$ cat config.mk
export PLATFORM = sky130hd
export DESIGN_NAME = mult_unit_flat
export DESIGN_NICKNAME = d
export VERILOG_FILES = /design/src/rtl/mult_unit_if.sv /design/src/rtl/mult_unit.sv /design/src/flat_wrapper.sv
export SDC_FILE = /design/constraint.sdc
export NUM_CORES = 1
export LEC_CHECK = 0
export ABC_AREA = 0
export ABC_CLOCK_PERIOD_IN_PS = 3700
export CORE_MARGIN = 10
export CORE_UTILIZATION = 45
export DETAILED_ROUTE_END_ITERATION = 16
export HOLD_SLACK_MARGIN = 0.05
export PLACE_DENSITY = 0.67
export SETUP_SLACK_MARGIN = 0.15
export SLEW_MARGIN = 10
export SYNTH_ARGS = -nofsm -noshare
export SYNTH_HDL_FRONTEND = slang
export SYNTH_SLANG_ARGS = --single-unit
$ cat constraint.sdc
create_clock -name clk -period 3.7 [get_ports clk]
set_input_delay 0.555 -clock clk [delete_from_list [all_inputs] [get_ports clk]]
set_output_delay 0.555 -clock clk [all_outputs]
set_load 0.02 [all_outputs]
$ cat src/rtl/mult_unit_if.sv
// Command/result bundle between the controller (master) and the multiply unit (slave).
// Carries the Start_mult / Mult_sign request, operands, HI/LO product and status.
interface mult_unit_if #(
  parameter int WIDTH = 32
);
  logic             Start_mult;
  logic             Mult_sign;
  logic [WIDTH-1:0] A;
  logic [WIDTH-1:0] B;
  logic [WIDTH-1:0] Prod_hi;
  logic [WIDTH-1:0] Prod_lo;
  logic             Busy;
  logic             Done;

  modport master (
    output Start_mult, Mult_sign, A, B,
    input  Prod_hi, Prod_lo, Busy, Done
  );

  modport slave (
    input  Start_mult, Mult_sign, A, B,
    output Prod_hi, Prod_lo, Busy, Done
  );
endinterface

$ cat src/rtl/mult_unit.sv
// Multi-cycle shift-add multiplier (signed/unsigned) producing a 2*WIDTH HI/LO product.
// Optional early termination on an exhausted multiplier: define MULT_EARLY_EXIT_EN.
module mult_unit #(
  parameter int WIDTH = 32
) (
  input  logic       clk,
  input  logic       reset,
  mult_unit_if.slave mif
);
  localparam int CW = (WIDTH > 1) ? $clog2(WIDTH) : 1;

  typedef enum logic {IDLE, RUN} state_t;

  state_t               state_reg;
  logic [2*WIDTH-1:0]   acc_reg;
  logic [2*WIDTH-1:0]   prod_reg;
  logic [WIDTH-1:0]     mcand_reg;
  logic [WIDTH-1:0]     mrem_reg;
  logic [CW-1:0]        cnt_reg;
  logic                 neg_reg;
  logic                 busy_reg;
  logic                 done_reg;

  logic [WIDTH-1:0]     op_mag [2];
  logic [WIDTH:0]       sum_next;
  logic [2*WIDTH-1:0]   acc_next;
  logic [2*WIDTH-1:0]   mag_final;
  logic [WIDTH-1:0]     mrem_next;
  logic                 last_iter;

  // Operand magnitudes: negate only when signed and the sign bit is set;
  // the most negative value maps to 2^(WIDTH-1) as an unsigned magnitude.
  genvar gi;
  generate
    for (gi = 0; gi < 2; gi++) begin : g_mag
      logic [WIDTH-1:0] op;
      assign op         = (gi == 0) ? mif.A : mif.B;
      assign op_mag[gi] = (mif.Mult_sign && op[WIDTH-1]) ? (~op + WIDTH'(1)) : op;
    end
  endgenerate

  always_comb begin
    sum_next  = {1'b0, acc_reg[2*WIDTH-1:WIDTH]} + (mrem_reg[0] ? {1'b0, mcand_reg} : '0);
    acc_next  = {sum_next, acc_reg[WIDTH-1:1]};
    mrem_next = mrem_reg >> 1;
`ifdef MULT_EARLY_EXIT_EN
    // Remaining iterations would only shift zeros in; do them as one barrel shift.
    last_iter = (cnt_reg == CW'(WIDTH - 1)) || (mrem_next == '0);
    mag_final = acc_next >> (CW'(WIDTH - 1) - cnt_reg);
`else
    last_iter = (cnt_reg == CW'(WIDTH - 1));
    mag_final = acc_next;
`endif
  end

  always_ff @(posedge clk) begin
    if (reset) begin
      state_reg <= IDLE;
      acc_reg   <= '0;
      prod_reg  <= '0;
      mcand_reg <= '0;
      mrem_reg  <= '0;
      cnt_reg   <= '0;
      neg_reg   <= 1'b0;
      busy_reg  <= 1'b0;
      done_reg  <= 1'b0;
    end else begin
      done_reg <= 1'b0;
      case (state_reg)
        IDLE: begin
          if (mif.Start_mult) begin
            mcand_reg <= op_mag[0];
            mrem_reg  <= op_mag[1];
            neg_reg   <= mif.Mult_sign & (mif.A[WIDTH-1] ^ mif.B[WIDTH-1]);
            acc_reg   <= '0;
            cnt_reg   <= '0;
            busy_reg  <= 1'b1;
            state_reg <= RUN;
          end
        end
        RUN: begin
          acc_reg  <= acc_next;
          mrem_reg <= mrem_next;
          cnt_reg  <= cnt_reg + 1'b1;
          if (last_iter) begin
            prod_reg  <= neg_reg ? ('0 - mag_final) : mag_final;
            done_reg  <= 1'b1;
            busy_reg  <= 1'b0;
            state_reg <= IDLE;
          end
        end
        default: state_reg <= IDLE;
      endcase
    end
  end

  assign mif.Prod_hi = prod_reg[2*WIDTH-1:WIDTH];
  assign mif.Prod_lo = prod_reg[WIDTH-1:0];
  assign mif.Busy    = busy_reg;
  assign mif.Done    = done_reg;
endmodule

$ cat src/flat_wrapper.sv
// flat-port wrapper written by rule: the top's interface ports become plain ports
module mult_unit_flat 
#(
  parameter int WIDTH = 32
)
  (clk, reset, mif_Start_mult, mif_Mult_sign, mif_A, mif_B, mif_Prod_hi, mif_Prod_lo, mif_Busy, mif_Done);
  mult_unit_if #(.WIDTH(WIDTH)) mif_i ();
  input  logic clk;
  input  logic reset;
  input wire logic [$bits(mif_i.Start_mult)-1:0] mif_Start_mult;
  input wire logic [$bits(mif_i.Mult_sign)-1:0] mif_Mult_sign;
  input wire logic [$bits(mif_i.A)-1:0] mif_A;
  input wire logic [$bits(mif_i.B)-1:0] mif_B;
  output wire logic [$bits(mif_i.Prod_hi)-1:0] mif_Prod_hi;
  output wire logic [$bits(mif_i.Prod_lo)-1:0] mif_Prod_lo;
  output wire logic [$bits(mif_i.Busy)-1:0] mif_Busy;
  output wire logic [$bits(mif_i.Done)-1:0] mif_Done;
  assign mif_i.Start_mult = mif_Start_mult;
  assign mif_i.Mult_sign = mif_Mult_sign;
  assign mif_i.A = mif_A;
  assign mif_i.B = mif_B;
  assign mif_Prod_hi = mif_i.Prod_hi;
  assign mif_Prod_lo = mif_i.Prod_lo;
  assign mif_Busy = mif_i.Busy;
  assign mif_Done = mif_i.Done;
  mult_unit #(.WIDTH(WIDTH)) u_core (.clk(clk), .reset(reset), .mif(mif_i));
endmodule
Yosys cells after proc, flatten, opt, wreduce, memory -nomap -nowiden
Index checks and enable logic that the tools add are counted.
- bits of input ports: 68
- bits in read-only memories: 0
- latch bits: 0
- RAM bits: 0
- memories kept: 0
- bits in registers: 201
- logic and storage cells: 45
- divide/modulo/power cells: 0
- bitwise logic cells: 5
- equality and inequality tests: 3
- order comparisons: 0
- reduce and logical (&&, ||, !) cells: 6
- $add $sub $neg: 5
- multiply operators: 0
- shift operators: 0
- muxes and demuxes: 17
- operators by type and width (cell ; count):
    $mux 32 ; 4
    $mux 64 ; 2
    $pmux 64 s2 ; 1
    $add 32x1->32 const B ; 2
    $not 32->32 ; 2
    $pmux 32 s2 ; 1
    $sub 1x64->64 const A ; 1
    $add 32x33->33 ; 1
    $pmux 5 s2 ; 1
    $reduce_and 2->1 ; 3
    $add 5x1->5 const B ; 1
    $eq 5x5->1 const B ; 1
    $mux 1 ; 5
    $mux 5 ; 1
    $ne 2x2->1 const B ; 2
    $pmux 1 s2 ; 2
    $logic_and 1x1->1 ; 2
    $reduce_or 2->1 ; 1
    $and 1x1->1 ; 1
    $not 1->1 ; 1
    $xor 1x1->1 ; 1

Logic depth before layout (Yosys ltp)
Gate-level depths: netlist (run 1).
- word-level depth: 5
- mapped depth: 14
- gate-level depth less buffers: 13

Worst setup path after synthesis (run 1)
OpenSTA, ideal clock, no wires.
- path type: reg2reg
- start point: register u_core.mrem_reg[0]
- end point: register u_core.prod_reg[60]
- stages on the path, launching flop included: 15
- slack: -250 ps
- setup time: 86 ps
- arrival: 3864 ps
- clock period less this slack: 3950 ps
- cell sequence: dfxtp_1 clkbuf_1 and2_1 ha_1 fa_1 a21o_1 a221o_1 a221oi_2 xnor2_1 a2111o_1 a2111oi_4 nand4_1 o31ai_1 xor2_1 a211oi_1
- word-level cells in the longest chain between the ends: 4
- RTL lines (what ; RTL line ; RTL):
    start: declaration ; mult_unit.sv:18 ; logic [WIDTH-1:0] mrem_reg;
    start signal: assignment ; mult_unit.sv:73 ; mrem_reg <= op_mag[1];
    start signal: assignment ; mult_unit.sv:83 ; mrem_reg <= mrem_next;
    $mux 32 * ; mult_unit.sv:43 ; sum_next = {1'b0, acc_reg[2*WIDTH-1:WIDTH]} + (mrem_reg[0] ? {1'b0, mcand_reg} : '0);
    $add 32x33->33 * ; mult_unit.sv:43 ;
    $sub 1x64->64 ; mult_unit.sv:86 ; prod_reg <= neg_reg ? ('0 - mag_final) : mag_final;
    $mux 64 * ; mult_unit.sv:86 ;
    end signal: assignment ; mult_unit.sv:86 ;
    end: declaration ; mult_unit.sv:16 ; logic [2*WIDTH-1:0] prod_reg;
Mark *: on every way between the ends. The rest lies on a longest branch, timed or not.
A chain may end at the register's enable or synchronous reset.

Worst setup path in the final report (run 1)
- start point: register u_core.mrem_reg[0]
- end point: register u_core.prod_reg[61]
The elaborated chain is that of the path after synthesis.

==> impl_metrics.ini, run 1 <==
[synthesis]
ys_warn_count = 0
syn-cell-area_sq_um = 12100
synth_nets = 1660
postSynthAreaPerCell_sq_um = 7.80
synthSimpleGateAreaFrac_pct = 24.1
synthTopCellsByArea = dfxtp_1 (33%), nor2_1 (8.0%), a211oi_1 (6.9%), xor2_1 (6.8%), a21oi_1 (6.1%)
synth-xor-area-share_pct = 9.24
yosys.area.top_type = dfxtp_1
async_flop_share_pct = 0
netlist_instances = 1554
synth_seq_cells = 200
synth_top_family_by_area = compound AO/OA/AOI/OAI gates
synth_common_cells = nor2_1 (258), dfxtp_1 (200), a21oi_1 (148)
yosysUniqueCellTypes = 70
yosysSeqAreaShare_pct = 33.0
yosysTopAreaCellShare_pct = 33.0
synthAdderAreaFrac_pct = 3.98
post-synth-top-count-cell = nor2_1
synth-main-ff-cell = dfxtp_1
synth_mux_area_share_pct = 0.423
synth_edf_count = 0
synth-compound-area-share_pct = 25.1

[power_and_ir_drop]
p_sw_uw = 1460
vdd_drop_max_mv = 0.304
p_leak_uw = 0.00600
p_sw_share_pct = 29.6
intPower_uw = 3470
p_seq_share_pct = 45.8
pwr-share-comb_pct = 15.7
power_density_nw_per_um2 = 311
power_frac_clock_pct = 38.5

[layout]
fillers = 2444
diodes = 0
largest_reg_flops = 64
seq_area_sq_um = 4010
drive_gt1_share_pct = 16.5
fin_util_pct = 59.4
final_area_sq_um = 15900
nets = 1856
layout.cells.non_filler = 2104
area_growth_pct = 30.9
multi_input_area_sq_um = 8210

[drt]
routed_via_density = 5.61
drtPass1Iterations = 5
num_vias = 11800
drt-initial-drc-count = 860
wl_per_cell_um = 17.0
drc = 0
drt.antenna.violating_nets = 0
drt-total-wl_um = 35700

[global_routing]
first_global_vias = 10900
grt.total_usage_pct = 20.4
grt_antenna_before_repair = 0
grt_pass1_wl_um = 57000
grt_max_degree = 122
globalRouteOverflowTotal = 0

[sta]
fin_skew_ns = 0.0135
fin_tns_setup_ns = -0.350
drv_slew = 0
fmax_mhz = 263
hold_viol = 0
fin_crit_sh_pct = 103
max_slew_margin_pct = 37.5
finalWorstSetupSlack_ns = -0.0969
grt_setup_unrepaired = true
worst_pin_slew_ns = 0.937
fin_crit_ns = 3.80
setup_viol = 8

[floorplanning]
die_w_um = 184
initial_core_util_pct = 45.4
coreArea_sq_um = 26700
fp.dieH_um = 184
die-area_sq_um = 33900
pin_count = 134
rows = 60

[clock_tree]
ctsHtreeMaxLevel = 4
cts_tree = yes
cts_sinks = 200
path_clk_slew_ns = 0.08
insertion_delay_ns = 0.45
root_buffer = clkbuf_16
hold_buffers = 0
cts_buffer_depth = 2
cts_made_buffers = 17

[setup_path]
crit_fanout = 7
startpoint_type = register
critPathRequiredTime_ns = 4.00
arrival_ns = 4.09
cpMaxStageDelayCell = or4_4
cpPeakStageDelay_ns = 0.48
critPathCaptureType = register
crit_path_cell_trace = buf_6, and2_4, ha_2, o21ai_2, o21bai_1, o21a_2, or4_4, a2111o_1, a2111oi_4, buf_4, nand4_4, o41ai_2, xor2_1, a211oi_1
worstSetupPathType = register to register

[run_status]
status = finished with violations
violations = negative setup slack

[placement]
hpwl_um = 26100
io_buffers = 133
place_inst = 2057
place_ws_ns = -0.169
globalplace.congestion = 0.914
placed_cell_area_sq_um = 14600

[flow_run]
maxCapViolations = 0

[worst_hold_path]
hold_class = register to register
[per-layer routing]
metal / track usage, % / vias up / routed length, um
li1: - / 5992 / -
met1: 28.6 / 5518 / 17600
met2: 31.9 / 262 / 15900
met3: 3.23 / 33 / 1760
met4: 5.21 / 0 / 473
met5: 0 / - / 0
[power groups by stage]
stage,Sequential (uW),Combinational [uW],Clock (uW)
detailed placement,2310,677,0
global placement,2310,666,0
floorplan,2290,430,0
global route,2270,848,2020
CTS,2260,723,1940
finish,2260,773,1900
[worst max-delay path: cells and delay by family (launching register included)]
kind | cells | cell delay [ns]
adder cells (fa/ha/maj) | 1 | 0.29
AND/OR/NAND/NOR | 3 | 0.82
buffers and inverters | 2 | 0.32
XOR/XNOR | 1 | 0.19
AO/OA/AOI/OAI | 7 | 1.67
flip-flops | 1 | 0.37
[through the flow]
step                      total power [uW]  hold slack (ns)
after floorplan                       2720            0.427
after detailed placement              2990            0.448
after global routing                  5140            0.478
final                                 4940            0.459
after global placement                2980            0.439
after CTS                             4930            0.460
[cell families after synthesis]
logic type	after synthesis
adders and majority gates	38
muxes	5
AOI/OAI and AO/OA	459
buffers and inverters	132
and+or+nand+nor	592
xor gates and xnor gates	128
DFF	200
[final timing paths]
check | start | endpoint | slack [ns] | cells after the start
worst max-delay path | u_core.mrem_reg[0] | u_core.prod_reg[61] | -0.1 | 14
worst max register to register | u_core.mrem_reg[0] | u_core.prod_reg[61] | -0.1 | 14
worst min-delay path | u_core.prod_reg[46] | u_core.prod_reg[46] | 0.46 | 2
worst min register to register | u_core.prod_reg[46] | u_core.prod_reg[46] | 0.46 | 2
[cell type report]
| type | count | share of cell area, % |
|---|---|---|
| multi-input combinational | 1222 | 51.7 |
| sequential | 200 | 25.3 |
| timing repair buffer | 286 | 16.0 |
| tap | 341 | 2.69 |
| clock buffer | 17 | 2.68 |
| clock inverter | 15 | 1.13 |
| inverter | 23 | 0.544 |
[layout by cell type (no fill, tap or decap), drive strengths merged, types with 37 or more instances in the layout]
cell type / count
a211oi: 113
nor2: 258
dfxtp: 200
xor2: 94
and2: 45
buf: 155
ha: 37
clkdlybuf4s50: 131
nor3b: 64
a21oi: 148
nand2: 90
o21ai: 63
[repair_timing]
action                                  CTS  global route
gates resized for setup                  51            58
pin swaps                                26            44
setup buffers                             4            11
endpoints found under the setup margin   21            27
Power figures use the tool's default switching activity.
==> run 2, diff against run 1 <==
--- a/config.mk
+++ b/config.mk
@@ -6,7 +6,6 @@
 export NUM_CORES = 1
 export LEC_CHECK = 0
 export ABC_AREA = 0
-export ABC_CLOCK_PERIOD_IN_PS = 3700
 export CORE_MARGIN = 10
 export CORE_UTILIZATION = 45
 export DETAILED_ROUTE_END_ITERATION = 16
==> results of run 2 <==
Same layout as run 1: the final DEF is identical, and so are final timing and power.
==> run 3, diff against run 2 <==
--- a/config.mk
+++ b/config.mk
@@ -9,7 +9,7 @@
 export CORE_MARGIN = 10
 export CORE_UTILIZATION = 45
 export DETAILED_ROUTE_END_ITERATION = 16
-export HOLD_SLACK_MARGIN = 0.05
+export HOLD_SLACK_MARGIN = 0.1
 export PLACE_DENSITY = 0.67
 export SETUP_SLACK_MARGIN = 0.15
 export SLEW_MARGIN = 10
==> results of run 3 <==
Same layout as run 1: the final DEF is identical, and so are final timing and power.
